==> src/rtl/mem_arbiter.sv <==
// -----------------------------------------------------------------------------
// mem_arbiter
//
// Shares one single-port memory between the instruction-fetch path and the
// load/store data path. One transaction is in flight at a time:
//   IDLE  -> grant a requester, latch its fields and owner
//   ISSUE -> hold m_req with the latched fields until m_ready
//   WAIT  -> wait for m_rvalid and return the data to the owner
// Data has priority; a saturating starvation counter forces a fetch grant
// after STARVE_LIMIT consecutive data grants taken while fetch was waiting.
// A timer aborts a transaction that spends too long in ISSUE+WAIT and
// returns bus_err with zero data so a dead memory cannot hang the core.
//
// Ports
//   clk, reset                 clock, asynchronous active-low reset
//   if_req/if_addr             fetch request (held until if_ready)
//   if_ready                   fetch accepted (combinational)
//   if_rvalid/if_rdata         fetch response pulse / data (registered)
//   d_req/d_we/d_size/d_addr/d_wdata   data request (held until d_ready)
//   d_ready                    data accepted (combinational)
//   d_rvalid/d_rdata           data response pulse / data (registered)
//   m_req/m_we/m_size/m_addr/m_wdata   memory request (registered)
//   m_ready/m_rvalid/m_rdata   memory handshake and response
//   bus_err                    timeout pulse, coincident with owner rvalid
// -----------------------------------------------------------------------------
module mem_arbiter #(
  parameter int STARVE_LIMIT = 4,
  parameter int TIMEOUT      = 255
) (
  input  logic        clk,
  input  logic        reset,
  input  logic        if_req,
  input  logic [31:0] if_addr,
  output logic        if_ready,
  output logic        if_rvalid,
  output logic [31:0] if_rdata,
  input  logic        d_req,
  input  logic        d_we,
  input  logic [2:0]  d_size,
  input  logic [31:0] d_addr,
  input  logic [31:0] d_wdata,
  output logic        d_ready,
  output logic        d_rvalid,
  output logic [31:0] d_rdata,
  output logic        m_req,
  output logic        m_we,
  output logic [2:0]  m_size,
  output logic [31:0] m_addr,
  output logic [31:0] m_wdata,
  input  logic        m_ready,
  input  logic        m_rvalid,
  input  logic [31:0] m_rdata,
  output logic        bus_err
);

  localparam int TW = $clog2(TIMEOUT + 1);
  localparam int SW = $clog2(STARVE_LIMIT + 1);

  typedef enum logic [1:0] {
    S_IDLE  = 2'd0,
    S_ISSUE = 2'd1,
    S_WAIT  = 2'd2
  } state_t;

  // Saturating increment for the starvation counter.
  function automatic logic [SW-1:0] sat_inc(input logic [SW-1:0] v);
    if (v >= SW'(STARVE_LIMIT)) return SW'(STARVE_LIMIT);
    else                        return v + 1'b1;
  endfunction

  state_t      state_q,   state_d;
  logic        owner_q,   owner_d;     // 1 = data path owns the transaction
  logic [SW-1:0] starve_q, starve_d;
  logic [TW-1:0] timer_q,  timer_d;
  logic        m_req_q,   m_req_d;
  logic        m_we_q,    m_we_d;
  logic [2:0]  m_size_q,  m_size_d;
  logic [31:0] m_addr_q,  m_addr_d;
  logic [31:0] m_wdata_q, m_wdata_d;
  logic        if_rvalid_q, if_rvalid_d;
  logic        d_rvalid_q,  d_rvalid_d;
  logic        bus_err_q,   bus_err_d;
  logic [31:0] if_rdata_q,  if_rdata_d;
  logic [31:0] d_rdata_q,   d_rdata_d;

  logic starve_hit;
  logic grant_f;
  logic grant_d;
  logic timeout;

  assign starve_hit = (starve_q >= SW'(STARVE_LIMIT));
  assign grant_d    = (state_q == S_IDLE) && d_req  && (!if_req || !starve_hit);
  assign grant_f    = (state_q == S_IDLE) && if_req && (!d_req  ||  starve_hit);

  // The timer holds 0 on the first ISSUE cycle; the abort is decided on the
  // cycle it steps to TIMEOUT-1, so the error pulse lands TIMEOUT cycles
  // after the accept, exactly where a normal response would surface.
  assign timeout    = (timer_q == TW'(TIMEOUT - 2));

  // Ready is decoded combinationally but must still read 0 while in reset.
  assign if_ready = grant_f & reset;
  assign d_ready  = grant_d & reset;

  always_comb begin
    state_d     = state_q;
    owner_d     = owner_q;
    starve_d    = starve_q;
    timer_d     = timer_q;
    m_req_d     = m_req_q;
    m_we_d      = m_we_q;
    m_size_d    = m_size_q;
    m_addr_d    = m_addr_q;
    m_wdata_d   = m_wdata_q;
    if_rdata_d  = if_rdata_q;
    d_rdata_d   = d_rdata_q;
    if_rvalid_d = 1'b0;
    d_rvalid_d  = 1'b0;
    bus_err_d   = 1'b0;

    unique case (state_q)
      S_IDLE: begin
        if (grant_f) begin
          owner_d   = 1'b0;
          m_req_d   = 1'b1;
          m_we_d    = 1'b0;
          m_size_d  = 3'b010;
          m_addr_d  = if_addr;
          m_wdata_d = 32'h0;
          timer_d   = '0;
          starve_d  = '0;
          state_d   = S_ISSUE;
        end else if (grant_d) begin
          owner_d   = 1'b1;
          m_req_d   = 1'b1;
          m_we_d    = d_we;
          m_size_d  = d_size;
          m_addr_d  = d_addr;
          m_wdata_d = d_wdata;
          timer_d   = '0;
          // Only a data grant that actually made fetch wait counts.
          if (if_req) starve_d = sat_inc(starve_q);
          state_d   = S_ISSUE;
        end
      end

      S_ISSUE: begin
        timer_d = timer_q + 1'b1;
        if (timeout) begin
          m_req_d   = 1'b0;
          state_d   = S_IDLE;
          bus_err_d = 1'b1;
          if (owner_q) begin d_rvalid_d  = 1'b1; d_rdata_d  = 32'h0; end
          else         begin if_rvalid_d = 1'b1; if_rdata_d = 32'h0; end
        end else if (m_ready) begin
          m_req_d = 1'b0;
          state_d = S_WAIT;
        end
      end

      S_WAIT: begin
        timer_d = timer_q + 1'b1;
        // A response arriving on the expiry cycle still completes normally.
        if (m_rvalid) begin
          state_d = S_IDLE;
          if (owner_q) begin d_rvalid_d  = 1'b1; d_rdata_d  = m_rdata; end
          else         begin if_rvalid_d = 1'b1; if_rdata_d = m_rdata; end
        end else if (timeout) begin
          state_d   = S_IDLE;
          bus_err_d = 1'b1;
          if (owner_q) begin d_rvalid_d  = 1'b1; d_rdata_d  = 32'h0; end
          else         begin if_rvalid_d = 1'b1; if_rdata_d = 32'h0; end
        end
      end

      default: begin
        state_d = S_IDLE;
        m_req_d = 1'b0;
      end
    endcase
  end

  always_ff @(posedge clk or negedge reset) begin
    if (!reset) begin
      state_q     <= S_IDLE;
      owner_q     <= 1'b0;
      starve_q    <= '0;
      timer_q     <= '0;
      m_req_q     <= 1'b0;
      m_we_q      <= 1'b0;
      m_size_q    <= 3'b000;
      m_addr_q    <= 32'h0;
      m_wdata_q   <= 32'h0;
      if_rvalid_q <= 1'b0;
      d_rvalid_q  <= 1'b0;
      bus_err_q   <= 1'b0;
      if_rdata_q  <= 32'h0;
      d_rdata_q   <= 32'h0;
    end else begin
      state_q     <= state_d;
      owner_q     <= owner_d;
      starve_q    <= starve_d;
      timer_q     <= timer_d;
      m_req_q     <= m_req_d;
      m_we_q      <= m_we_d;
      m_size_q    <= m_size_d;
      m_addr_q    <= m_addr_d;
      m_wdata_q   <= m_wdata_d;
      if_rvalid_q <= if_rvalid_d;
      d_rvalid_q  <= d_rvalid_d;
      bus_err_q   <= bus_err_d;
      if_rdata_q  <= if_rdata_d;
      d_rdata_q   <= d_rdata_d;
    end
  end

  assign if_rvalid = if_rvalid_q;
  assign if_rdata  = if_rdata_q;
  assign d_rvalid  = d_rvalid_q;
  assign d_rdata   = d_rdata_q;
  assign m_req     = m_req_q;
  assign m_we      = m_we_q;
  assign m_size    = m_size_q;
  assign m_addr    = m_addr_q;
  assign m_wdata   = m_wdata_q;
  assign bus_err   = bus_err_q;

endmodule

==> config.mk <==
export PLATFORM = sky130hd
export DESIGN_NAME = mem_arbiter
export DESIGN_NICKNAME = d
export VERILOG_FILES = /design/src/rtl/mem_arbiter.sv
export SDC_FILE = /design/constraint.sdc
export NUM_CORES = 1
export LEC_CHECK = 0
export CORE_UTILIZATION = 35
export DETAILED_ROUTE_END_ITERATION = 6
export GPL_ROUTABILITY_DRIVEN = 0
export PLACE_DENSITY = 0.68
export SETUP_SLACK_MARGIN = 0.4
export SYNTH_ARGS = -nofsm -noshare
export SYNTH_HDL_FRONTEND = slang
export SYNTH_SLANG_ARGS = --single-unit
==> constraint.sdc <==
create_clock -name clk -period 2.4 [get_ports clk]
set_input_delay 0.72 -clock clk [delete_from_list [all_inputs] [get_ports clk]]
set_output_delay 0.72 -clock clk [all_outputs]
set_load 0.02 [all_outputs]
Word-level counts from Yosys, hierarchy flattened
Index checks and enable logic that the tools add are counted.
W data, S select, Z words.

storage, ports and cells
  register bits = 150
  input bits = 138

cells by class
  bitwise logic cells = 3
  multiplexer cells = 49
  eq/ne operators = 8
  add/sub/neg operators = 2
  magnitude comparators = 1
  reduce and logical (&&, ||, !) cells = 22

operators with widths
  cell                   count
  $mux W32               12
  $pmux W32 S2           2
  $mux W3                6
  $mux W8                2
  $pmux W8 S2            1
  $mux W1                15
  $ne A3 B3 Y1 const B   5
  $mux W2                6
  $reduce_and A3 Y1      3
  $add A8 B1 Y8 const B  1
  $eq A8 B8 Y1 const B   1
  $reduce_and A2 Y1      4
  $reduce_bool A2 Y1     4
  $pmux W1 S2            3
  $pmux W2 S3            1
  $logic_and A1 B1 Y1    4
  $add A3 B1 Y3 const B  1
  $ge A3 B3 Y1 const B   1
  $logic_not A1 Y1       3
  $pmux W1 S3            1
  $and A1 B1 Y1          2
  $eq A2 B1 Y1 const B   1
  $eq A2 B2 Y1 const B   1
  $logic_not A2 Y1       1
  other kinds (3)        4

Depth between registers and ports, before layout
Gate-level depths: netlist of the first run.

  depth after elaboration = 7
  mapped depth = 8

Worst setup path before layout of the first run
OpenSTA, ideal clock, no wires.

  kind = input port to output port
  from = in d_req
  to = out d_ready
  stages on the path = 5
  arrival time = 1.689 ns
  data required time = 1.680 ns
  path slack = -0.009 ns
  cells stage by stage = buf_2 -> nand2_1 -> a21oi_1 -> buf_2 -> and2_1

on the way
  cells in the longest elaborated chain, start to end = 3

ends and longest elaborated chain
  item                              line  RTL
  start: declaration                37    input logic d_req,
  $logic_and A1 B1 Y1 (2 in a row)  92    assign grant_d = (state_q == S_IDLE) && d_req && (!if_req || !starve_hit);
  $and A1 B1 Y1                     102   assign d_ready = grant_d & reset;
  end: declaration                  42    output logic d_ready,

Every way passes these cells.

Final worst setup path of the first run
  from = in if_req
  to = out d_ready

on the way
  cells in the longest elaborated chain, start to end = 4

ends and longest elaborated chain
  item                 line  RTL
  start: declaration   32    input logic if_req,
  $logic_not A1 Y1     92
  $logic_or A1 B1 Y1   92
  $logic_and A1 B1 Y1  92
  $and A1 B1 Y1        102

Every way passes these cells.

==> metrics.cfg, run 1 <==
[worst_hold_path]
whs_path_depth=2
hold_start=m_addr[19]
worstHoldPathType=register to register
holdPathEnd=m_addr[19]

[global_routing]
busiest_layer=met2
grt_pass1_vias=6169
use_met2_pct=34.54
antenna_found_initial=0
grt_pass1_wl_um=32600
grtUsageMet3_pct=8.603
grtUsageMet1_pct=26.70
overflow=0
grt_max_degree=151
grt_usage_pct=21.39

[outcome]
status=finished clean

[critical_path]
crit_path_max_incr_delay_ns=0.28
worstSetupStartpointType=primary input
critPathLaunch=if_req
cp-end-kind=output port
crit_top_cell=buf_6
reg2regPathDepth=8
critPathKind=primary input to output port
worstReg2RegEnd=timer_q[3]
critPathMaxFanout=8
cpMaxStageDelayCell=dlygate4sd2_1
cp.required_ns=1.68
path_cells=dlygate4sd2_1, buf_6, a21oi_4, and2_4, buf_6
arrival_ns=1.58
r2r_start=state_q[1]
regToRegSetupSlack_ns=0.29

[sta]
tns_ns=0
rsz0062_at_grt=yes
min_period_ns=2.299
finalHoldViolations=0
clock_skew_ns=0.009766
slew_headroom_pct=45.48
post-route-period-util_pct=95.78
finalMaxSlewViolations=0
worstMarginPinSlew_ns=0.8178
fmax_mhz=435.0
final-setup-viol-count=0

[routing]
antenna_left=0
wire_per_inst_um=16.56
drt-initial-drc-count=329
drc=0
via_per_inst=4.950
firstDrtPassIters=5
vias=6089
wirelength_um=20370

[pwr]
sw_frac_of_total_pct=40.17
pwr-share-seq_pct=32.1
comb_power_share_pct=44.5
p_sw_uw=4843
ir_drop_mv=0.6100
p_per_area_mw_per_mm2=1180
p_int_uw=7214
p_leak_uw=0.004758
pwr-share-clk_pct=23.3
power.total_uw=12060

[cts]
htreeDepth=4
cts_root_buf=clkbuf_16
cts_tree=built
cts_hold_buf=0
cts_max_path_buffers=2
clk-insertion-delay-late_ns=0.41
numCtsBuffers=17
clock-sinks=150
clk_pin_slew_worst_paths_ns=0.07

[die]
die-width_um=139.5
die_area_mm2=0.01946
num_io_pins=276
core_region_area_mm2=0.01827
die_y_um=139.5
rows=49
start_util_pct=36.22

[synth]
syn-num-nets=864
synthFlopType=dfrtp_1
ys_ff_latch=150
avgSynthCellArea_um2=9.217
async_flop_share_pct=100.0
syn_inst=718
synth_edf_count=0
synth_cell_types=37
netlist.area_leader.share_pct=56.72
yosysTopAreaCell=dfrtp_1
ys_warn_count=0
yosysMostFrequentCell=nand2_1
synth_area_leaders=dfrtp_1, nand2_1, o211ai_1, a22oi_1, a21oi_1
synth_top_cells_by_count=nand2_1, dfrtp_1, o211ai_1
ys_seq_area_share_pct=56.72
syn_area_mm2=0.006618

[job]
drv_cap=0

[layout]
multi_input_area_mm2=0.002644
nFillCells=1668
seqCellArea_mm2=0.003755
layout-drive-gt1-share_pct=7.892
syn_to_final_growth_pct=54.42
nets=1136
diodes=0

[placement]
port_buffers=275
post-dp-hpwl_um=13700

-- power groups by stage --
stage | clock (µW) | combinational, µW | sequential [µW]
6_report | 2820 | 5370 | 3870
5_1_grt | 2980 | 5900 | 3980
4_1_cts | 2880 | 5410 | 3880
3_5_place_dp | 0 | 5800 | 3920
3_3_place_gp | 0 | 5720 | 3890
2_1_floorplan | 0 | 2310 | 4790
-- what timing repair did --
item / 4_1_cts / 5_1_grt
setup buffers: 4 / 3
gates cloned: 0 / 0
hold endpoints to repair: 0 / 0
gates resized for setup: 156 / 2
endpoints found under the setup margin: 145 / 9
pin swaps: 3 / 1
-- final cells by class --
| cell class | count | area share [%] |
|---|---|---|
| sequential | 150 | 36.75 |
| inverter | 8 | 0.2939 |
| multi-input combinational | 510 | 25.87 |
| tap | 229 | 2.804 |
| clock buffer | 19 | 4.237 |
| clock inverter | 11 | 1.739 |
| timing repair buffer | 303 | 28.31 |
-- cell usage in the layout (no fill, tap or decap), drive strengths merged, types with 6 or more instances in the layout --
cell type	count
o21ai	7
inv	9
o211ai	64
a21oi	38
nand2	301
a22oi	32
clkinv	6
nor2	18
clkbuf	19
clkdlybuf4s50	134
dfrtp	150
dlygate4sd2	138
buf	31
ha	8
-- flip-flops by register name, indices dropped and copies added (netlist names) --
name / count
m_addr: 32
m_we: 1
m_req: 1
if_rdata: 32
state_q: 2
timer_q: 8
d_rvalid: 1
bus_err: 1
owner_q: 1
if_rvalid: 1
m_wdata: 32
starve_q: 3
m_size: 3
d_rdata: 32
-- routing by layer --
layer  up-vias  routed length (µm)
met5         -                   0
met4         0                 167
met3        11                1965
met2       221                9820
met1      2894                8415
li1       2963                   -
-- how the worst max path moves through the flow --
stage / endpoint / slack [ns] / cells past startpoint
2_1_floorplan: if_ready / 0.30 / 5
5_1_grt: d_ready / 0.05 / 7
4_1_cts: d_ready / 0.09 / 7
3_3_place_gp: if_ready / -0.50 / 5
3_5_place_dp: if_ready / -0.51 / 5
6_report: d_ready / 0.10 / 5
-- cell families (layout without fill, tap and decap cells) --
group / Yosys count / after routing / synth area share [%]
DFF: 150 / 150 / 56.72
and+or+nand+nor: 340 / 340 / 20.27
xor gates and xnor gates: 5 / 5 / 0.6617
AOI/OAI and AO/OA: 154 / 154 / 15.90
buffers and inverters: 58 / 341 / 4.443
muxes: 3 / 3 / 0.4916
adders and majority gates: 8 / 8 / 1.513
-- stage by stage --
stage          hold slack (ns)  utilization [%]  area (µm²)  std cells  worst slack, ns
2_1_floorplan           0.4244                -        6681        718           0.3049
3_3_place_gp            0.4826            52.97        9677       1193          -0.4995
3_5_place_dp            0.4838            52.97        9677       1193          -0.5062
4_1_cts                 0.4996            55.78       10190       1227          0.09307
5_1_grt                 0.5177            55.93       10220       1230          0.04885
6_report                0.4937            55.93       10220       1230           0.1012
-- critical path: cells and delay by family --
| family | cells | cell delay [ns] |
|---|---|---|
| and+or+nand+nor | 1 | 0.15 |
| buffers and inverters | 3 | 0.55 |
| AOI/OAI and AO/OA | 1 | 0.15 |
Power figures use the tool's default switching activity.
==> inputs of run 2 (changes only) <==
==> constraint.sdc (replaced) <==
create_clock -name clk -period 2.45 [get_ports clk]
set_input_delay 0.735 -clock clk [delete_from_list [all_inputs] [get_ports clk]]
set_output_delay 0.735 -clock clk [all_outputs]
set_load 0.02 [all_outputs]
==> metrics.cfg, run 2 (synthesized netlist as in run 1, its figures left out) <==
[outcome]
status=finished clean

[critical_path]
regToRegSetupSlack_ns=0.39
r2r_start=state_q[0]
worstSetupStartpointType=register
critPathKind=register to output port
arrival_ns=1.61
critPathLaunch=state_q[0]
reg2regPathDepth=7
critPathMaxFanout=3
cp.required_ns=1.71
crit_path_end=d_ready
worstReg2RegEnd=state_q[0]
cp-end-kind=output port

[global_routing]
overflow=0
grt_usage_pct=21.19
grt_pass1_vias=6155
antenna_found_initial=1
grt_max_degree=151
grt_pass1_wl_um=32440

[pwr]
p_int_uw=6943
comb_power_share_pct=44.7
p_sw_uw=4774
pwr-share-seq_pct=32.3
ir_drop_mv=0.6260
sw_frac_of_total_pct=40.75
pwr-share-clk_pct=23.0
p_leak_uw=0.004736
p_per_area_mw_per_mm2=1150

[sta]
hold_ws_ns=0.4931
fmax_mhz=426.6
finalHoldViolations=0
clock_skew_ns=0.01897
rsz0062_at_grt=yes
worstMarginPinSlew_ns=0.8179
slew_headroom_pct=45.47
tns_ns=0
post-route-period-util_pct=95.68
min_period_ns=2.344
finalMaxSlewViolations=0
final-setup-viol-count=0

[placement]
dp.cells=1191
port_buffers=275
post-dp-hpwl_um=13460

[cts]
cts_root_buf=clkbuf_16
clk-insertion-delay-late_ns=0.42
htreeDepth=4
cts_tree=built
cts_max_path_buffers=2
clk_pin_slew_worst_paths_ns=0.06
cts_hold_buf=0
clock-sinks=150
numCtsBuffers=17

[routing]
wire_per_inst_um=16.33
firstDrtPassIters=5
wirelength_um=20070
drt-initial-drc-count=333
antenna_left=0
vias=6166
via_per_inst=5.017
drc=0

[layout]
final_cells=1229
final_common_cell=nand2_1
nFillCells=1687
layout-drive-gt1-share_pct=7.908
final_cell_mix=nand2_1, dfrtp_1, dlygate4sd2_1
nets=1133
syn_to_final_growth_pct=53.98

[die]
num_io_pins=276
rows=49
die_area_mm2=0.01946
start_util_pct=36.22
die_y_um=139.5
core_region_area_mm2=0.01827
die-width_um=139.5

[worst_hold_path]
worstHoldPathType=register to register

[job]
drv_cap=0

-- run 2: changes by cell type in the layout (fill, tap and decap cells not counted), sizes merged --
| cell | before | now |
|---|---|---|
| buf | 31 | 28 |
| bufinv | 4 | 2 |
| clkbuf | 19 | 20 |
| clkinv | 6 | 2 |
| clkinvlp | 0 | 2 |
| diode | 0 | 1 |
| inv | 9 | 13 |
-- run 2: what timing repair did --
action | 4_1_cts | 5_1_grt
pin swaps | 3 | 3
gates resized for setup | 154 | 3
setup buffers | 5 | 1
setup endpoints to repair | 145 | 4
-- run 2: metrics by stage --
step	setup WS, ns	util (%)	area (µm²)	total power, µW
2_1_floorplan	0.3249	-	6681	6954
3_3_place_gp	-0.4835	52.88	9662	9418
3_5_place_dp	-0.4830	52.88	9662	9522
4_1_cts	0.08710	55.68	10170	11840
5_1_grt	0.05261	55.77	10190	12510
6_report	0.1057	55.77	10190	11720
-- run 2: worst min path at each step --
stage	startpoint	to	slack, ns	depth (start not counted)
floorplan	reset	bus_err	0.44	0
global placement	m_addr[16]	m_addr[16]	0.48	2
detailed placement	m_addr[20]	m_addr[20]	0.49	2
CTS	m_addr[29]	m_addr[29]	0.50	2
global route	m_addr[25]	m_addr[25]	0.52	2
finish	m_addr[29]	m_addr[29]	0.49	2
-- run 2: critical path, cell delays in order, from the launching register on --
cell,delay [ns]
dfrtp_1,0.40
inv_2,0.08
ha_4,0.16
buf_12,0.11
nand2_4,0.04
a21oi_4,0.11
and2_4,0.15
buf_6,0.12
-- run 2: per-layer routing --
layer,GRT usage (%),up-vias,routed length [µm]
li1,-,2954,-
met3,7.674,23,1792
met2,33.43,234,9385
met4,7.018,0,333
met1,26.91,2955,8561
met5,0,-,0
-- run 2: power by group through the flow --
stage               combinational (µW)  clock, µW  sequential, µW
finish                            5240       2700            3780
global route                      5770       2840            3900
CTS                               5290       2750            3790
detailed placement                5690          0            3840
global placement                  5600          0            3820
floorplan                         2260          0            4690
-- run 2: area by class of cell --
| type | instances | area (µm²) | area share [%] |
|---|---|---|---|
| clock inverters | 11 | 138.9 | 1.363 |
| clock buffers | 20 | 466.7 | 4.580 |
| multi-input cells | 510 | 2644 | 25.95 |
| repair buffers | 300 | 2867 | 28.13 |
| inverters | 8 | 30.03 | 0.2947 |
| flip-flops and latches | 150 | 3755 | 36.85 |
| diodes | 1 | 2.502 | 0.02456 |
| well taps | 229 | 286.5 | 2.812 |
